`config.mk`:
```
export PLATFORM = sky130hd
export DESIGN_NAME = controle_rega
export DESIGN_NICKNAME = d
export VERILOG_FILES = /design/src/rtl/rega_pkg.sv /design/src/rtl/temporizador_rega.sv /design/src/rtl/controle_rega.sv
export SDC_FILE = /design/constraint.sdc
export NUM_CORES = 1
export LEC_CHECK = 0
export CAP_MARGIN = 20
export CORE_ASPECT_RATIO = 0.8
export CORE_MARGIN = 4
export CORE_UTILIZATION = 40
export DETAILED_ROUTE_END_ITERATION = 12
export GPL_TIMING_DRIVEN = 0
export PLACE_DENSITY_LB_ADDON = 0.08
export RECOVER_POWER = 50
export SETUP_SLACK_MARGIN = 0.15
export SKIP_CTS_REPAIR_TIMING = 1
export SKIP_LAST_GASP = 1
export SLEW_MARGIN = 20
export SYNTH_ARGS = -nofsm -noshare
export SYNTH_HDL_FRONTEND = slang
export SYNTH_SLANG_ARGS = --single-unit
```
`constraint.sdc`:
```
create_clock -name clk -period 2.7 [get_ports clk]
set_input_delay 0.405 -clock clk [delete_from_list [all_inputs] [get_ports clk]]
set_output_delay 0.405 -clock clk [all_outputs]
set_load 0.02 [all_outputs]
```
`src/rtl/rega_pkg.sv`:
```
// -----------------------------------------------------------------------------
// rega_pkg
//   Shared definitions for the irrigation control slice.
//   - state_t    : FSM state codes (ST_IDLE..ST_FALHA), also driven on `estado`
//   - REGA_*     : command / latched mode codes carried on `rega`
//   - DEF_*      : default phase lengths in clock cycles
//   - phase_load : timer preload for a phase length (length 0 behaves as 1)
// -----------------------------------------------------------------------------
package rega_pkg;

  typedef enum logic [2:0] {
    ST_IDLE  = 3'd0,
    ST_ABRE  = 3'd1,
    ST_REGA  = 3'd2,
    ST_FECHA = 3'd3,
    ST_FALHA = 3'd4
  } state_t;

  localparam logic [1:0] REGA_NONE = 2'b00;
  localparam logic [1:0] REGA_GOT  = 2'b01;
  localparam logic [1:0] REGA_ASP  = 2'b10;
  localparam logic [1:0] REGA_INV  = 2'b11;

  localparam int DEF_CNT_W   = 16;
  localparam int DEF_T_ABRE  = 4;
  localparam int DEF_DUR_ASP = 20;
  localparam int DEF_DUR_GOT = 40;
  localparam int DEF_T_FECHA = 4;

  // The timer counts down to 0 inclusive, so a phase of N cycles needs N-1.
  // A zero length collapses to a single-cycle phase.
  function automatic int phase_load(input int len);
    return (len <= 1) ? 0 : len - 1;
  endfunction

endpackage

```
`src/rtl/temporizador_rega.sv`:
```
// -----------------------------------------------------------------------------
// temporizador_rega
//   Loadable down-counter used to time each irrigation phase.
//   Ports:
//     clk      in  clock, rising edge
//     reset    in  asynchronous active-high reset, clears the count
//     load     in  load load_val on the next edge (overrides counting)
//     load_val in  value to load (phase length - 1)
//     zero     out count has reached 0 (counter holds at 0)
// -----------------------------------------------------------------------------
module temporizador_rega #(
  parameter int CNT_W = 16
) (
  input  logic             clk,
  input  logic             reset,
  input  logic             load,
  input  logic [CNT_W-1:0] load_val,
  output logic             zero
);

  logic [CNT_W-1:0] count_reg;

  always_ff @(posedge clk or posedge reset) begin
    if (reset) begin
      count_reg <= '0;
    end else if (load) begin
      count_reg <= load_val;
    end else if (count_reg != '0) begin
      count_reg <= count_reg - 1'b1;
    end
  end

  assign zero = (count_reg == '0);

endmodule

```
`src/rtl/controle_rega.sv`:
```
// -----------------------------------------------------------------------------
// controle_rega
//   Executes a validated irrigation command: opens the valve for the latched
//   mode, runs the pump, stops the pump and drains, then reports completion.
//   Faults (erro / nivel_baixo) outside IDLE force every actuator off.
//   Ports:
//     clk          in   clock, rising edge
//     reset        in   asynchronous active-high reset
//     rega[1:0]    in   command: 10 aspersao, 01 gotejamento, 00 none, 11 invalid
//     erro         in   upstream validation error
//     nivel_baixo  in   reservoir low
//     valvula_asp  out  aspersao valve
//     valvula_got  out  gotejamento valve
//     bomba        out  pump
//     fim_rega     out  one-cycle pulse on normal completion
//     falha        out  high while in FALHA
//     estado[2:0]  out  current state code
//     ciclos_ok    out  saturating count of completions (REGA_STATS_EN only)
//   Configuration macro: REGA_STATS_EN adds the ciclos_ok port and counter.
// -----------------------------------------------------------------------------
module controle_rega
  import rega_pkg::*;
#(
  parameter int CNT_W   = DEF_CNT_W,
  parameter int T_ABRE  = DEF_T_ABRE,
  parameter int DUR_ASP = DEF_DUR_ASP,
  parameter int DUR_GOT = DEF_DUR_GOT,
  parameter int T_FECHA = DEF_T_FECHA
) (
  input  logic       clk,
  input  logic       reset,
  input  logic [1:0] rega,
  input  logic       erro,
  input  logic       nivel_baixo,
  output logic       valvula_asp,
  output logic       valvula_got,
  output logic       bomba,
  output logic       fim_rega,
  output logic       falha,
  output logic [2:0] estado
`ifdef REGA_STATS_EN
  ,
  output logic [7:0] ciclos_ok
`endif
);

  localparam logic [CNT_W-1:0] LD_ABRE  = CNT_W'(phase_load(T_ABRE));
  localparam logic [CNT_W-1:0] LD_ASP   = CNT_W'(phase_load(DUR_ASP));
  localparam logic [CNT_W-1:0] LD_GOT   = CNT_W'(phase_load(DUR_GOT));
  localparam logic [CNT_W-1:0] LD_FECHA = CNT_W'(phase_load(T_FECHA));

  state_t     state_reg, state_next;
  logic [1:0] mode_reg, mode_next;
  logic       armado_reg, armado_next;
  logic       abortado_reg, abortado_next;

  logic       asp_reg, asp_next;
  logic       got_reg, got_next;
  logic       bomba_reg, bomba_next;
  logic       fim_reg, fim_next;
  logic       falha_reg, falha_next;

  logic             tmr_load;
  logic [CNT_W-1:0] tmr_load_val;
  logic             tmr_zero;
  logic             fault;

  assign fault = erro | nivel_baixo;

  temporizador_rega #(
    .CNT_W (CNT_W)
  ) u_timer (
    .clk      (clk),
    .reset    (reset),
    .load     (tmr_load),
    .load_val (tmr_load_val),
    .zero     (tmr_zero)
  );

  // State and output registers
  always_ff @(posedge clk or posedge reset) begin
    if (reset) begin
      state_reg    <= ST_IDLE;
      mode_reg     <= REGA_NONE;
      armado_reg   <= 1'b1;
      abortado_reg <= 1'b0;
      asp_reg      <= 1'b0;
      got_reg      <= 1'b0;
      bomba_reg    <= 1'b0;
      fim_reg      <= 1'b0;
      falha_reg    <= 1'b0;
    end else begin
      state_reg    <= state_next;
      mode_reg     <= mode_next;
      armado_reg   <= armado_next;
      abortado_reg <= abortado_next;
      asp_reg      <= asp_next;
      got_reg      <= got_next;
      bomba_reg    <= bomba_next;
      fim_reg      <= fim_next;
      falha_reg    <= falha_next;
    end
  end

  // Next-state logic. Fault outranks abort, abort outranks timer expiry.
  always_comb begin
    state_next    = state_reg;
    mode_next     = mode_reg;
    armado_next   = armado_reg;
    abortado_next = abortado_reg;
    fim_next      = 1'b0;
    case (state_reg)
      ST_IDLE: begin
        // Re-arm only after the command has been withdrawn, so a held
        // command runs once.
        if (rega == REGA_NONE) begin
          armado_next = 1'b1;
        end
        if ((rega == REGA_ASP || rega == REGA_GOT) && !fault && armado_reg) begin
          state_next    = ST_ABRE;
          mode_next     = rega;
          armado_next   = 1'b0;
          abortado_next = 1'b0;
        end
      end
      ST_ABRE: begin
        if (fault) begin
          state_next = ST_FALHA;
        end else if (rega != mode_reg) begin
          state_next    = ST_FECHA;
          abortado_next = 1'b1;
        end else if (tmr_zero) begin
          state_next = ST_REGA;
        end
      end
      ST_REGA: begin
        if (fault) begin
          state_next = ST_FALHA;
        end else if (rega != mode_reg) begin
          state_next    = ST_FECHA;
          abortado_next = 1'b1;
        end else if (tmr_zero) begin
          state_next = ST_FECHA;
        end
      end
      ST_FECHA: begin
        if (fault) begin
          state_next = ST_FALHA;
        end else if (tmr_zero) begin
          state_next = ST_IDLE;
          fim_next   = !abortado_reg;
        end
      end
      ST_FALHA: begin
        if (!fault && rega == REGA_NONE) begin
          state_next = ST_IDLE;
        end
      end
      default: begin
        state_next = ST_IDLE;
      end
    endcase
  end

  // Timer is (re)loaded on every entry into a timed phase.
  always_comb begin
    tmr_load     = (state_next != state_reg);
    tmr_load_val = '0;
    case (state_next)
      ST_ABRE:  tmr_load_val = LD_ABRE;
      ST_REGA:  tmr_load_val = (mode_reg == REGA_ASP) ? LD_ASP : LD_GOT;
      ST_FECHA: tmr_load_val = LD_FECHA;
      default:  tmr_load_val = '0;
    endcase
  end

  // Output decode from the next state so registered outputs line up with
  // the state they describe. Only the latched mode's valve can open.
  always_comb begin
    asp_next   = 1'b0;
    got_next   = 1'b0;
    bomba_next = 1'b0;
    falha_next = 1'b0;
    case (state_next)
      ST_ABRE, ST_FECHA: begin
        asp_next = (mode_next == REGA_ASP);
        got_next = (mode_next == REGA_GOT);
      end
      ST_REGA: begin
        asp_next   = (mode_next == REGA_ASP);
        got_next   = (mode_next == REGA_GOT);
        bomba_next = (mode_next == REGA_ASP) || (mode_next == REGA_GOT);
      end
      ST_FALHA: begin
        falha_next = 1'b1;
      end
      default: begin
        asp_next = 1'b0;
      end
    endcase
  end

  assign valvula_asp = asp_reg;
  assign valvula_got = got_reg;
  assign bomba       = bomba_reg;
  assign fim_rega    = fim_reg;
  assign falha       = falha_reg;
  assign estado      = state_reg;

`ifdef REGA_STATS_EN
  logic [7:0] ciclos_ok_reg;

  // Advances on the same edge that raises fim_rega; saturates at 255.
  always_ff @(posedge clk or posedge reset) begin
    if (reset) begin
      ciclos_ok_reg <= 8'd0;
    end else if (fim_next && ciclos_ok_reg != 8'hFF) begin
      ciclos_ok_reg <= ciclos_ok_reg + 8'd1;
    end
  end

  assign ciclos_ok = ciclos_ok_reg;
`endif

endmodule

```
After elaboration in Yosys (flattened, before gate mapping):

Index checks and enable logic that the tools add are counted.

* $add $sub $neg: 1
* eq/ne operators: 18
* muxes and demuxes: 30
* bitwise gates (word level): 1
* reductions and logical operators: 19

Operator list (number)
* 16-bit 2-to-1 mux: 2
* 3-bit 2-to-1 mux: 10
* 16-bit logical NOT: 1
* 16-bit nonzero test: 1
* 16-bit by 1-bit subtractor with 16-bit output (second input constant): 1
* 3-bit case mux with 5 select lines: 1
* 3-bit by 2-bit == test with 1-bit output (second input constant): 4
* 1-bit 2-to-1 mux: 12
* 6-bit case mux with 2 select lines: 1
* 2-bit == test (second input constant): 3
* 3-bit by 1-bit == test with 1-bit output (second input constant): 2
* 3-bit == test (second input constant): 2
* 6-bit 2-to-1 mux: 1
* 2-bit nonzero test: 3
* 2-bit by 1-bit == test with 1-bit output (second input constant): 2
* 2-bit 2-to-1 mux: 2
* 2-bit != test (second input constant): 2
* 4-bit AND reduction: 1
* 2-bit OR reduction: 2
* 1-bit logical AND: 3
* 3-bit logical NOT: 1
* 3-bit != test: 1
* 3-bit OR reduction: 1
* 1-bit logical NOT: 2
* other kinds (7): 8

* flip-flop bits (word level): 28
* input bits: 6
* output and inout bits: 8
* word-level logic and storage cells: 79

Logic depth before layout (Yosys ltp):

Gate-level depths: netlist of the first run.

* depth after elaboration: 10
* mapped depth: 8
* gate-level depth less buffers: 8

Hierarchy:

From an unflattened synthesis of the first run, not the netlist that was laid out.

* cells, all modules: 178
* area, all modules: 1680.4 um2

Modules (own cells, without submodules)
* temporizador_rega: times used 1, cells an instance 102, area an instance 993.5 um2, sequential area each 400.4 um2
* controle_rega: times used 1, cells an instance 76, area an instance 686.9 um2, sequential area each 301.5 um2

Least setup slack after synthesis of the first run:

OpenSTA, ideal clock, no wires.

* path type: in2reg
* from: input rega[0]
* to: register u_timer.count_reg[0]
* library setup time: 127 ps
* data arrival time: 1893 ps
* data required time: 2573 ps
* path slack: 680 ps
* cell stages on the path: 8
* buffers on the path: 1
* cells stage by stage: inv_1 -> ha_1 -> a211oi_1 -> a311oi_2 -> o21ai_1 -> and3_4 -> buf_6 -> mux2_1

* longest elaborated chain between the ends: 10
* elaborated cells between the ends (all ways): 23
* those cells by class: 7 x eq/ne; 9 x mux; 7 x reduce/logical

RTL lines
* start: declaration: line controle_rega.sv:32 `input logic [1:0] rega,`
* 2-bit == test or 2-bit by 1-bit == test with 1-bit output (tied branches): line controle_rega.sv:119 `if ((rega == REGA_ASP || rega == REGA_GOT) && !fault && armado_reg) begin`
* 1-bit logical OR: line controle_rega.sv:119
* 1-bit logical AND (2 in a row): line controle_rega.sv:119
* 3-bit 2-to-1 mux: line controle_rega.sv:119
* 3-bit case mux with 5 select lines *: line controle_rega.sv:112 `case (state_reg)`
* 3-bit by 2-bit == test with 1-bit output or 3-bit by 1-bit == test with 1-bit output (tied branches): line controle_rega.sv:169 `case (state_next)`
* 2-bit OR reduction (no source line)
* 6-bit case mux with 2 select lines: line controle_rega.sv:169
* 16-bit 2-to-1 mux: line temporizador_rega.sv:26 `end else if (load) begin`
* end signal: assignment: line temporizador_rega.sv:27 `count_reg <= load_val;`
* end signal: assignment: line temporizador_rega.sv:29 `count_reg <= count_reg - 1'b1;`
* end: declaration: line temporizador_rega.sv:21 `logic [CNT_W-1:0] count_reg;`

Every way passes the cells marked *; elsewhere a longest branch is shown, timed or not.
A chain may end at the register's enable or synchronous reset.

Worst setup path after layout of the first run:

Ends and elaborated chain as after synthesis.

==> impl_metrics.toml, run 1 <==
[pwr]
p_sw_uw = 803
p_int_mw = 1.06
clock_power_share_pct = 12.8
p_comb_share_pct = 48.7
leakage_nw = 0.774
power.density_nw_per_um2 = 1000
seqPwrFrac_pct = 38.5
switching_share_pct = 43.0
vdd_ir_drop_max_uv = 502

[cells_and_area]
layout_commonest_cell = "dfrtp_1"
fillerInstances = 364
drive_above_1_share_pct = 10.4
stdcell_area_sq_um = 1860
largest_reg_flops = 16
fin_nets = 194
syn_to_final_growth_pct = 15.4
n_antenna_cell = 0
mostFrequentLayoutCells = "dfrtp_1 (27), nor2_1 (18), clkdlybuf4s50_1 (11)"
utilization_pct = 48.6

[yosys]
syn-instance-count = 165
syn_nets = 176
synth_ff_type = "dfrtp_1"
syn-cell-area_sq_um = 1610
synth-edff-count = 0
yosys_warnings = 0
synth_async_sr_flop_share_pct = 100
post_synth.cell_area_avg_sq_um = 9.77
synth.distinct_cells = 47
ys_seq_elements = 28
ys_seq_area_share_pct = 43.6

[floorplanning]
io_pins = 14
rows = 20
start_util_pct = 42.1
core_sq_um = 3830
die_w_microns = 79.0
die_area_sq_um = 5110
die_h_microns = 64.8

[cts]
cts.sinks = 28
root_buffer = "clkbuf_8"
cts_tree = "yes"
clock_path_buffers = 2
path_clk_slew_ns = 0.10
clk_latency_ns = 0.27
numCtsBuffers = 3
h-tree-depth = 1

[min_path]
hold_depth = 1
hold_class = "reg2reg"
min-delay-start = "abortado_reg"
hold_end = "fim_rega"

[route]
wl_per_cell_microns = 14.3
drt_pass1_iterations = 5
vias = 1285
drc = 0
vias_per_cell = 5.42
dr.first_iter.drc_count = 84
ant_nets = 0
wirelength_microns = 3400

[placed_design]
place_congestion = 0.833
post-dp-hpwl_microns = 2470
io_buffers = 13
dpl-instance-area_sq_um = 1810

[timing]
max-slew-margin-rel_pct = 29.1
setup_tns_ns = 0
worst_pin_slew_ns = 1.06
fin_crit_ns = 2.38
rsz0062_at_grt = "no"
fmax_ghz = 0.419
final.period_utilization_pct = 88.3
setup-violations-final = 0
skew_ns = 0.00351
hold_viol_final = 0
slew_violations = 0

[worst_setup_path]
path_max_fanout = 5
cp-end-kind = "flop"
arrival_ns = 2.55
critical_path_class = "in2reg"
rrSetupSlack_ns = 0.41
ff2ff_path_depth = 7
rr_startpoint = "estado[1]"
start_kind = "input pin"
critical_path_required_ns = 2.86
timing.rr.end = "bomba"

[flow_run]
maxCapViolations = 0

[grt]
overflow = 0
track_usage_pct = 14.3
grt_pass1_vias = 1289
grt_pass1_wl_microns = 5920
grt_max_degree = 29
antenna_found_initial = 0

[run_status]
status = "complete, no violations"
-- worst max path at each step --
stage / start / end
after floorplan: rega[0] / u_timer.count_reg[0]
after global placement: rega[0] / u_timer.count_reg[1]
after detailed placement: rega[0] / u_timer.count_reg[0]
after CTS: rega[0] / u_timer.count_reg[0]
after global routing: rega[0] / u_timer.count_reg[3]
final: rega[0] / u_timer.count_reg[0]
-- logic make-up after synthesis --
family / after synthesis / share of synthesized area [%]
buffers and inverters: 16 / 4.43
flip-flops: 28 / 43.6
AND/OR/NAND/NOR: 63 / 22.4
multiplexers: 3 / 2.02
AO/OA/AOI/OAI: 36 / 16.1
adder cells (fa/ha/maj): 5 / 3.88
XOR/XNOR: 14 / 7.61
-- metal layers --
| metal | part of all wire, % | track usage, % | wire length [microns] |
|---|---|---|---|
| met1 | 53 | 21.0 | 1790 |
| met5 | 0 | 0 | 0 |
| met4 | 0.56 | 2.58 | 19 |
| met2 | 43 | 21.4 | 1470 |
| met3 | 3.3 | 3.47 | 111 |
-- through the flow --
step	std cells	worst slack [ns]	hold WS (ns)	total power, mW
2_1_floorplan	165	0.680	0.432	1.39
3_3_place_gp	233	-0.00207	0.461	1.61
3_5_place_dp	233	-0.0227	0.457	1.63
4_1_cts	237	0.264	0.483	1.88
5_1_grt	237	0.158	0.520	2.03
6_report	237	0.316	0.479	1.87
-- cell type report --
class,instances,area (sq um),share of cell area (%)
well taps,55,68.8,3.70
repair buffers,13,130,7.00
multi-input cells,121,843,45.4
flip-flops and latches,28,702,37.8
clock buffers,4,45.0,2.42
plain buffers,6,32.5,1.75
inverters,10,37.5,2.02
-- cell usage after synthesis, drive strengths merged (3+ instances only) --
cell     count  share of area (%)
xnor2        6                3.3
xor2         8                4.3
nor3         8                2.8
o211ai       4                1.9
nor2        18                4.2
o21ai        6                1.9
nand4        3                1.2
nand3        5                1.9
a21oi        9                2.8
buf          4                1.6
nor4         6                3.1
inv         10                2.3
and2         3                1.2
dfrtp       27                 42
o2111ai      3                1.6
nand2        9                2.1
ha           5                3.9
o31ai        3                1.4
-- power groups by stage --
| stage | Sequential, mW | Combinational (mW) | Clock, mW |
|---|---|---|---|
| 3_5_place_dp | 0.723 | 0.908 | 0 |
| 3_3_place_gp | 0.718 | 0.892 | 0 |
| 2_1_floorplan | 0.719 | 0.676 | 0 |
| 5_1_grt | 0.739 | 1.03 | 0.259 |
| 4_1_cts | 0.715 | 0.916 | 0.245 |
| 6_report | 0.718 | 0.909 | 0.239 |
-- critical path, cell delays in order --
cell	delay (ns)
clkdlybuf4s50_1	0.50
inv_1	0.07
ha_1	0.35
a211oi_2	0.26
a311oi_2	0.07
o21ai_1	0.22
and3_4	0.24
buf_6	0.12
mux2_1	0.32
Power figures use the tool's default switching activity.
==> run 2, diff against run 1 <==
Settings changed: CTS_BUF_LIST set to sky130_fd_sc_hd__clkbuf_16.
==> run 2 against run 1 <==
Effect of this change:
- worst hold slack worse by 0.0040 ns
- critical path type unchanged
- highest routed layer unchanged
- register-to-register slack about the same
- maximum frequency down 1.2%
- first-iteration DRC count down 9.5%
- via count up 1.2%
- setup slack worse by 0.029 ns
==> impl_metrics.toml, run 2 (synthesis gave the netlist of run 1 again) <==
[route]
ant_nets = 0
dr.first_iter.drc_count = 76
drc = 0
vias = 1300
vias_per_cell = 5.49
wl_per_cell_microns = 14.5
drt_pass1_iterations = 5
wirelength_microns = 3430

[cts]
clk_latency_ns = 0.26
path_clk_slew_ns = 0.07
numCtsBuffers = 3
cts.sinks = 28
root_buffer = "clkbuf_16"
h-tree-depth = 1
clock_path_buffers = 2
cts_tree = "yes"

[grt]
grt_max_degree = 29
track_usage_pct = 14.6
grt_pass1_wl_microns = 6030
overflow = 0
antenna_found_initial = 0
grt_pass1_vias = 1302

[min_path]
hold_class = "reg2reg"

[cells_and_area]
layout_commonest_cell = "dfrtp_1"
drive_above_1_share_pct = 11.0
fin_cells = 237
largest_reg_flops = 16
syn_to_final_growth_pct = 17.5
stdcell_area_sq_um = 1890
fin_nets = 194
n_antenna_cell = 0
mostFrequentLayoutCells = "dfrtp_1 (27), nor2_1 (18), inv_1 (11)"

[timing]
final.period_utilization_pct = 89.4
rsz0062_at_grt = "no"
fmax_ghz = 0.414
fin_crit_ns = 2.41
hold_viol_final = 0
max-slew-margin-rel_pct = 29.1
setup-violations-final = 0
worst_pin_slew_ns = 1.06
slew_violations = 0
skew_ns = 0.00160
final.setup.worst_slack_ns = 0.287
fin_worst_hold_slack_ns = 0.475

[floorplanning]
rows = 20
start_util_pct = 42.1
die_h_microns = 64.8
io_pins = 14
die_area_sq_um = 5110
core_sq_um = 3830
die_w_microns = 79.0

[run_status]
status = "complete, no violations"

[placed_design]
post-place-ws_ns = -0.0227
post-dp-hpwl_microns = 2470
io_buffers = 13
place_congestion = 0.833
post-place-cells = 233
dpl-instance-area_sq_um = 1810

[flow_run]
maxCapViolations = 0

[worst_setup_path]
crit_buf_inv = 3
critical_path_required_ns = 2.84
cp_slowest_cell = "clkdlybuf4s50_1"
max_stage_delay_ns = 0.50
cp-end-kind = "flop"
arrival_ns = 2.55
crit_chain = "clkdlybuf4s50_1 > inv_1 > ha_1 > a211oi_2 > a311oi_2 > o21ai_1 > and3_4 > buf_6 > mux2_1"
critical_path_class = "in2reg"
start_kind = "input pin"
path_max_fanout = 5
path_delay_family = "buffers and inverters"

[pwr]
power.density_nw_per_um2 = 1040
leakage_nw = 0.801
vdd_ir_drop_max_uv = 632
[run 2: cell types whose count changed in the layout (fill, tap and decap cells not counted), sizes merged]
cell / before / now
clkbuf: 7 / 6
dlygate4sd3: 2 / 3
inv: 10 / 11
clkdlybuf4s50: 11 / 10
[run 2: layout make-up]
type                            count  area (sq um)
Fill cell                         360          1930
Multi-Input combinational cell    121           843
Sequential cell                    28           702
Timing Repair Buffer               13           130
Clock buffer                        3          75.1
Tap cell                           55          68.8
Inverter                           10          37.5
Buffer                              6          33.8
Clock inverter                      1          3.75
[run 2: layer usage]
metal / global-route usage [%] / share of wire [%] / wire length (microns)
met5: 0 / 0 / 0
met3: 3.47 / 4.2 / 143
met1: 21.4 / 52 / 1770
met4: 2.58 / 0.55 / 19
met2: 22.0 / 44 / 1500
[run 2: worst register-to-register path, cell delays in order, from the launching register on]
cell and delay, ns:
dfrtp_1 0.37, clkbuf_1 0.23, nor2_1 0.43, nand4_1 0.31, a21oi_1 0.28, inv_1 0.09
ha_1 0.28, nor3_1 0.20
[run 2: power breakdown]
| part | total (mW) | switching, mW | internal, mW | leakage (nW) |
|---|---|---|---|---|
| clock | 0.337 | 0.138 | 0.198 | 0.0423 |
| combinational | 0.919 | 0.528 | 0.392 | 0.391 |
| sequential | 0.721 | 0.152 | 0.569 | 0.368 |
| total | 1.98 | 0.818 | 1.16 | 0.801 |
[run 2: stage by stage]
step	utilization (%)	total power [mW]	TNS [ns]
2_1_floorplan	-	1.39	0
3_3_place_gp	47.3	1.61	-0.00207
3_5_place_dp	47.3	1.63	-0.0426
4_1_cts	49.3	1.98	0
5_1_grt	49.5	2.14	0
6_report	49.5	1.98	0
[run 2: final timing paths]
check | from | end | slack [ns] | cells after the start
max in group asynchronous | reset | u_timer.count_reg[2] | 1.21 | 2
min in group asynchronous | reset | fim_rega | 0.85 | 2
max | rega[0] | u_timer.count_reg[0] | 0.29 | 9
min reg2reg | abortado_reg | fim_rega | 0.47 | 1
min | abortado_reg | fim_rega | 0.47 | 1
max reg2reg | estado[1] | bomba | 0.42 | 7
==> run 3, diff against run 2 <==
Settings changed: CORE_UTILIZATION 40 to 45, TNS_END_PERCENT set to 100.
==> run 3 against run 2 <==
Effect of this change:
- register-to-register slack improved by 0.03 ns
- critical endpoint unchanged
- sequential power about the same
- clock skew increased by 0.0016 ns
- largest power group unchanged
- first-iteration DRC count unchanged
- total power decreased by 0.43%
==> impl_metrics.toml, run 3 (synthesis gave the netlist of run 1 again) <==
[run_status]
status = "complete, no violations"

[cts]
clock_path_buffers = 2
numCtsBuffers = 3
clk_latency_ns = 0.26
cts_tree = "yes"
path_clk_slew_ns = 0.07
h-tree-depth = 1
root_buffer = "clkbuf_16"
cts.sinks = 28

[route]
ant_nets = 0
vias_per_cell = 5.59
drt_pass1_iterations = 4
vias = 1252
dr.first_iter.drc_count = 76
drc = 0
wirelength_microns = 3320
wl_per_cell_microns = 14.8

[timing]
final.period_utilization_pct = 87.2
setup-violations-final = 0
max-slew-margin-rel_pct = 27.8
rsz0062_at_grt = "no"
slew_violations = 0
worst_pin_slew_ns = 1.08
setup_tns_ns = 0
hold_viol_final = 0
fmax_ghz = 0.425
fin_crit_ns = 2.35
skew_ns = 0.00325

[cells_and_area]
n_antenna_cell = 0
fin_nets = 194
syn_to_final_growth_pct = 16.5
largest_reg_flops = 16
fillerInstances = 310
fin_cells = 224
mostFrequentLayoutCells = "dfrtp_1 (27), nor2_1 (18), clkdlybuf4s50_1 (11)"
utilization_pct = 54.4
layout_commonest_cell = "dfrtp_1"
drive_above_1_share_pct = 10.4
stdcell_area_sq_um = 1880

[worst_setup_path]
cp_slowest_cell = "clkdlybuf4s50_1"
rrSetupSlack_ns = 0.45
max_stage_delay_ns = 0.49
timing.rr.end = "bomba"
ff2ff_path_depth = 7
critical_path_class = "in2reg"
start_kind = "input pin"
arrival_ns = 2.50
cp-end-kind = "flop"
crit_chain = "clkdlybuf4s50_1 > inv_1 > ha_1 > a211oi_2 > a311oi_2 > o21ai_1 > and3_4 > buf_6 > mux2_1"
critical_path_required_ns = 2.85
path_max_fanout = 5
rr_startpoint = "estado[1]"

[floorplanning]
io_pins = 14
rows = 19
die_w_microns = 74.9
die_h_microns = 61.5
start_util_pct = 46.8
die_area_sq_um = 4610
core_sq_um = 3450

[placed_design]
place_congestion = 0.846
io_buffers = 13
post-dp-hpwl_microns = 2370
dpl-instance-area_sq_um = 1790
post-place-cells = 220

[min_path]
hold_depth = 1
min-delay-start = "abortado_reg"
hold_end = "fim_rega"
hold_class = "reg2reg"

[grt]
grt_max_degree = 29
grt_pass1_vias = 1250
overflow = 0
track_usage_pct = 16.5
antenna_found_initial = 0
grt_pass1_wl_microns = 5840

[flow_run]
maxCapViolations = 0

[pwr]
vdd_ir_drop_max_uv = 690
power.density_nw_per_um2 = 1050
leakage_nw = 0.789
run 3: cell types whose count changed in the layout (fill, tap and decap cells not counted), sizes merged:
| cell | before | now |
|---|---|---|
| clkdlybuf4s50 | 10 | 11 |
| clkinv | 0 | 1 |
| dlygate4sd3 | 3 | 2 |
| inv | 11 | 10 |
run 3: worst max-delay path by stage:
stage	startpoint	to	slack (ns)	depth (start not counted)
global route	rega[1]	u_timer.count_reg[10]	0.15	9
global placement	rega[0]	u_timer.count_reg[1]	0.004	9
CTS	rega[0]	u_timer.count_reg[0]	0.27	9
floorplan	rega[0]	u_timer.count_reg[0]	0.68	8
finish	rega[0]	u_timer.count_reg[0]	0.35	9
detailed placement	rega[0]	u_timer.count_reg[0]	0.005	9
run 3: cell type report:
class | instances | area (sq um) | share of cell area [%]
Tap cell | 42 | 52.6 | 2.80
Multi-Input combinational cell | 121 | 843 | 44.9
Buffer | 6 | 32.5 | 1.73
Clock inverter | 1 | 3.75 | 0.200
Sequential cell | 28 | 702 | 37.4
Timing Repair Buffer | 13 | 130 | 6.93
Inverter | 10 | 37.5 | 2.00
Clock buffer | 3 | 75.1 | 4.00
run 3: per-stage QoR:
step	hold slack [ns]	setup slack [ns]	power (mW)
after floorplan	0.432	0.680	1.39
after detailed placement	0.468	0.00539	1.62
final	0.479	0.346	1.97
after global placement	0.459	0.00426	1.60
after global routing	0.498	0.149	2.13
after CTS	0.480	0.274	1.98
run 3: per-layer routing:
metal	global-route usage, %	wire length, microns	up-vias
met2	24.2	1460	37
met4	4.82	8	0
met5	0	0	-
met1	24.1	1680	584
met3	4.08	176	2
li1	-	-	629
run 3: worst max-delay path: cells and delay by family:
family,cells,cell delay (ns)
buffers and inverters,3,0.67
AOI/OAI and AO/OA,3,0.52
and+or+nand+nor,1,0.24
adders and majority gates,1,0.34
muxes,1,0.31
run 3: where the power goes:
part / switching (mW) / total (mW) / leakage (nW) / internal (mW)
clock network: 0.140 / 0.339 / 0.0385 / 0.199
registers: 0.151 / 0.720 / 0.368 / 0.569
logic: 0.518 / 0.910 / 0.383 / 0.391
==> RTL edit 1, RTL diff (config.mk and constraints of run 1) <==
The package constant `DEF_CNT_W` goes from 16 to 32.
--- a/src/rtl/rega_pkg.sv
+++ b/src/rtl/rega_pkg.sv
@@ -23,3 +23,3 @@
 
-  localparam int DEF_CNT_W   = 16;
+  localparam int DEF_CNT_W   = 32;
   localparam int DEF_T_ABRE  = 4;
Formal check against the unedited RTL: same outputs for any inputs over 10 cycles, from zero or initial values and one cycle with reset high; that may be too few to reach the edited logic, so the function may still have changed.
==> RTL edit 1 against run 1 <==
The run now ends with negative setup slack left; area after synthesis increased by 52%; design area increased by 60%; maximum frequency decreased by 19%; wire length increased by 64%; register-to-register slack got worse by 0.64 ns; sequential cell count increased by 16; worst hold slack improved by 0.0057 ns; power increased by 86%; worst setup slack got worse by 0.55 ns; core utilization increased by 1.9 points; largest cell class unchanged; highest routed layer unchanged.
==> RTL edit 1: results (changes against run 1) <==
- Status: complete, but fails checks (was finished clean).
- The checks that failed: negative setup slack.
- Flip-flop count of the largest register after layout: 32 (was 16)
- The smallest setup slack after layout was -0.234 ns (was 0.316 ns).
* Net total in the final layout: 297 (was 194)
* Fraction of final layout cells with drive strength greater than 1: 0.206 (was 0.104)
- The maximum VDD drop was 413 uV (was 502 uV).
* Count of H-tree levels built during CTS: 2 (was 1)
* Final number of setup-violating endpoints: 36 (was 0)
* Standby leakage power: 0.00124 uW (was 0.000774 uW)
- The maximum number of pins on one net before global-route repair is 31 (was 29).
* Per-cell via count in the routed design: 5.49 (was 5.42)
* GR Util All Layers: 0.161 (was 0.143)
- Arrival time worst endpoint: 3.12 ns (was 2.55 ns)
- The count of distinct cell types in the synthesized netlist was 42 (was 47).
- The detail-routed net length per standard cell came to 15.2 um (was 14.3 um).
- DRT iter0 DRCs: 115 (was 84)
* Maximum fanout encountered on the critical timing path: 7 (was 5)
- The post-detailed-placement cell area was 2700 um^2 (was 1810 um^2).
* Sw power: 1530 uW (was 803 uW)
- Share of the yosys chip area belonging to registers: 0.450 (was 0.436)
- The post-synthesis net count was 262 (was 176).
- The clock insertion delay at the later pin of the skew report came to 0.30 ns (was 0.27 ns).
- The final-layout fill cell count was 553 (was 364).
* Number of clock buffers inserted by TritonCTS: 5 (was 3)
-- RTL edit 1: power groups by stage --
stage / clock (uW) / combinational (uW) / sequential, uW
final: 409 / 1970 / 1090
after global routing: 455 / 2210 / 1120
after floorplan: 0 / 1240 / 1060
after detailed placement: 0 / 1630 / 1090
after global placement: 0 / 1610 / 1080
after CTS: 424 / 1640 / 1080
-- RTL edit 1: metrics by stage --
step | total power (uW) | instances | setup WS (ns) | TNS [ns] | hold slack [ns]
floorplan | 2300 | 251 | -0.0752 | -0.281 | 0.429
global placement | 2690 | 345 | -0.327 | -7.79 | 0.449
detailed placement | 2720 | 346 | -0.365 | -8.67 | 0.473
CTS | 3140 | 354 | -0.355 | -8.63 | 0.411
global route | 3790 | 368 | -0.273 | -7.94 | 0.511
finish | 3470 | 368 | -0.234 | -5.78 | 0.484
-- RTL edit 1: cells by family (layout without fill, tap and decap cells) --
| group | count (synthesis) | in the layout | share of synthesized area |
|---|---|---|---|
| buf+inv | 20 | 56 | 0.0358 |
| xor+xnor | 8 | 8 | 0.0286 |
| compound gates | 74 | 74 | 0.202 |
| mux | 5 | 5 | 0.0215 |
| fa+ha+maj | 6 | 6 | 0.0296 |
| simple gates | 94 | 94 | 0.232 |
| flops | 44 | 44 | 0.450 |
-- RTL edit 1: worst max-delay path by stage --
stage                                startpoint                     to
final                     u_timer.count_reg[25]   u_timer.count_reg[1]
after CTS                 u_timer.count_reg[23]  u_timer.count_reg[13]
after detailed placement                rega[0]                  bomba
after floorplan           u_timer.count_reg[23]   u_timer.count_reg[0]
after global routing      u_timer.count_reg[10]  u_timer.count_reg[23]
after global placement                  rega[0]                  bomba
-- RTL edit 1: final cells by class --
type	instances	area share
multi-input combinational	187	0.443
clock buffer	8	0.0268
buffer	12	0.0264
timing repair buffer	28	0.0898
inverter	8	0.0101
sequential	44	0.370
tap	81	0.0340
-- RTL edit 1: layer usage --
metal / vias to the layer above / wire length [um] / GRT usage
li1: 1025 / - / -
met4: 0 / 48 / 0.0469
met2: 18 / 2300 / 0.219
met3: 5 / 134 / 0.0378
met5: - / 0 / 0
met1: 971 / 3100 / 0.250
-- RTL edit 1: worst max-delay path, stage by stage, from the launching register on --
cell and delay (ns):
sky130_fd_sc_hd__dfrtp_1 0.39, sky130_fd_sc_hd__or4_4 0.54, sky130_fd_sc_hd__or4_4 0.55, sky130_fd_sc_hd__buf_6 0.15, sky130_fd_sc_hd__or4_4 0.46, sky130_fd_sc_hd__a32oi_4 0.28, sky130_fd_sc_hd__buf_12 0.15, sky130_fd_sc_hd__mux2_4 0.29
==> RTL edit 2, RTL diff (flow settings as in run 1) <==
Made on the original files. Put one more register stage on the output `bomba`. The value now appears one clock later. The other outputs are not delayed to match.
--- a/src/rtl/controle_rega.sv
+++ b/src/rtl/controle_rega.sv
@@ -204,3 +204,5 @@
   assign valvula_got = got_reg;
-  assign bomba       = bomba_reg;
+  always_ff @(posedge clk) begin
+    bomba <= bomba_reg;
+  end
   assign fim_rega    = fim_reg;
Function: changed (Yosys sat finds a counterexample within 10 cycles, from zero or initial values and one cycle with reset high).
==> RTL edit 2 against run 1 <==
Count of clock-buffer cells in the layout is 4 higher; clock power is 56% higher; power is 7.9% higher; final cell count is 2.1% higher; area after synthesis is 1.2% higher; design area is 3.5% higher; highest routed layer unchanged; register-to-register slack better by 0.09 ns; clock skew is 0.0041 ns higher; combinational power is 0.6% lower; sequential share of layout area is 0.24 points lower; via count is 0.70% higher; worst setup slack worse by 0.064 ns; sequential cell count is 1 higher; wire length is 2.4% higher; largest cell class unchanged.
==> RTL edit 2: results (changes against run 1) <==
* Deepest clock path buffer count: 2 (unchanged)
* DRT iter0 DRCs: 86 (was 84)
- Fraction of final layout cells with drive strength greater than 1: 0.118 (was 0.104)
- The data arrival time of the critical path came to 2.62 ns (was 2.55 ns).
* Detailed placer's ending HPWL: 2570 um (was 2470 um)
- The flip-flop count of the largest register after layout came to 16 (unchanged).
- The count of H-tree levels built during CTS was 2 (was 1).
* Leading cell types by total area after synthesis: sky130_fd_sc_hd__dfrtp_1, sky130_fd_sc_hd__xor2_1, sky130_fd_sc_hd__nor2_1 (unchanged)
* Number of synthesis warnings: 0 (unchanged)
- The synthesized instance count is 166 (was 165).
- The worst reg-to-reg setup slack was 0.50 ns (was 0.41 ns).
- The maximum VDD drop was 409 uV (was 502 uV).
* Count of port buffers added during placement: 13 (unchanged)
- The static leakage power is 0.000808 uW (was 0.000774 uW).
- The clock insertion delay at the later pin of the skew report is 0.29 ns (was 0.27 ns).
- The number of optimization iterations in the first detailed-route pass is 4 (was 5).
- The initial antenna violation count is 0 (unchanged).
* Top cells by count, synth: sky130_fd_sc_hd__dfrtp_1, sky130_fd_sc_hd__nor2_1, sky130_fd_sc_hd__inv_1, sky130_fd_sc_hd__a21oi_1, sky130_fd_sc_hd__nand2_1 (unchanged)
* Worst R2R Start: u_timer.count_reg[0] (was estado[1])
- The final net count came to 197 (was 194).
- CP Capture Point: u_timer.count_reg[1] (was u_timer.count_reg[0])
- Largest net degree at the start of global routing: 29 (unchanged)
- The critical-path maximum fanout came to 5 (unchanged).
- Tightest Pin Transition: 1.06 ns (about the same)
- The routability-driven placement congestion ratio was 0.829 (was 0.833).
* Net count after synthesis: 177 (was 176)
* First-pass GRT wire length: 6010 um (was 5920 um)
- Via count: 1,294 (was 1,285)
- The endpoint of the lowest-slack register-to-register path was u_timer.count_reg[0] (was bomba).
- GR Util All Layers: 0.154 (was 0.143)
- The final clock skew came to 0.00758 ns (was 0.00351 ns).
- The flip-flop cell with the highest count after synthesis is sky130_fd_sc_hd__dfrtp_1 (unchanged).
- Launching instance or port of the critical path: rega[0] (unchanged)
- The proportion of register bits with asynchronous set or reset after synthesis is 0.966 (was 1.00).
* Share of the yosys chip area belonging to registers: 0.442 (was 0.436)
- The number of placed instances, taps included was 234 (was 233).
* Status: finished clean (unchanged)
* Clock transition at the register clock pins on the worst setup and hold paths after CTS: 0.06 ns (was 0.10 ns)
- Count of cells along the worst register-to-register path: 8 (was 7)
- The class of the tightest hold or removal check was reg -> reg (unchanged).
* Non-filler cells, final: 242 (was 237)
- Routed WL: 3480 um (was 3400 um)
- Antenna diode count: 0 (unchanged)
- Count of distinct cell types in the synthesized netlist: 48 (was 47)
* Master cell of the clock root buffer: sky130_fd_sc_hd__clkbuf_8 (unchanged)
- Number of clock buffers inserted by TritonCTS: 5 (was 3)
- Worst-case setup margin in the final layout: 0.251 ns (was 0.316 ns)
* Post-placement cell area: 1830 um^2 (was 1810 um^2)
* Setup Slack @ Placement: -0.0102 ns (was -0.0227 ns)
-- RTL edit 2: layout make-up --
cell class | count | area (um^2)
plain buffers | 6 | 33.8
clock buffers | 8 | 90.1
fillers | 380 | 1930
inverters | 10 | 37.5
multi-input cells | 121 | 842
flip-flops and latches | 29 | 722
well taps | 55 | 68.8
repair buffers | 13 | 130
-- RTL edit 2: power breakdown --
group	internal, uW	switching (uW)	leakage, uW
sequential	585	153	0.000376
clock	207	166	0.0000455
combinational	391	513	0.000387
total	1180	832	0.000808
-- RTL edit 2: critical path, stage by stage --
cell and delay, ns:
sky130_fd_sc_hd__clkdlybuf4s50_1 0.50, sky130_fd_sc_hd__inv_1 0.07, sky130_fd_sc_hd__ha_1 0.34, sky130_fd_sc_hd__a211oi_1 0.34, sky130_fd_sc_hd__a311oi_2 0.09, sky130_fd_sc_hd__o21ai_1 0.21, sky130_fd_sc_hd__and3_4 0.24, sky130_fd_sc_hd__buf_6 0.11
sky130_fd_sc_hd__mux2_1 0.31
-- RTL edit 2: worst min-delay path by stage --
| stage | start | depth (start not counted) | endpoint |
|---|---|---|---|
| after floorplan | bomba_reg | 0 | bomba |
| after global placement | bomba_reg | 0 | bomba |
| after detailed placement | bomba_reg | 0 | bomba |
| after CTS | bomba_reg | 0 | bomba |
| after global routing | bomba_reg | 0 | bomba |
| final | bomba_reg | 0 | bomba |
-- RTL edit 2: kinds of logic (layout without fill, tap and decap cells) --
kind of cell / Yosys count / after routing / synth area share
AO/OA/AOI/OAI: 36 / 36 / 0.160
XOR/XNOR: 14 / 14 / 0.0752
adder cells (fa/ha/maj): 5 / 5 / 0.0383
buffers and inverters: 16 / 37 / 0.0437
flip-flops: 29 / 29 / 0.442
multiplexers: 3 / 3 / 0.0199
AND/OR/NAND/NOR: 63 / 63 / 0.221
-- RTL edit 2: through the flow --
step | hold slack (ns) | power [uW] | utilization
6_report | 0.343 | 2020 | 0.499
4_1_cts | 0.348 | 2040 | 0.498
2_1_floorplan | 0.324 | 1410 | -
3_5_place_dp | 0.333 | 1650 | 0.475
3_3_place_gp | 0.328 | 1630 | 0.475
5_1_grt | 0.349 | 2190 | 0.499
-- RTL edit 2: routing by layer --
metal | vias up | GRT usage | wire length, um
li1 | 634 | - | -
met2 | 27 | 0.216 | 1440
met5 | - | 0 | 0
met4 | 0 | 0.0815 | 95
met1 | 621 | 0.214 | 1770
met3 | 12 | 0.0452 | 165
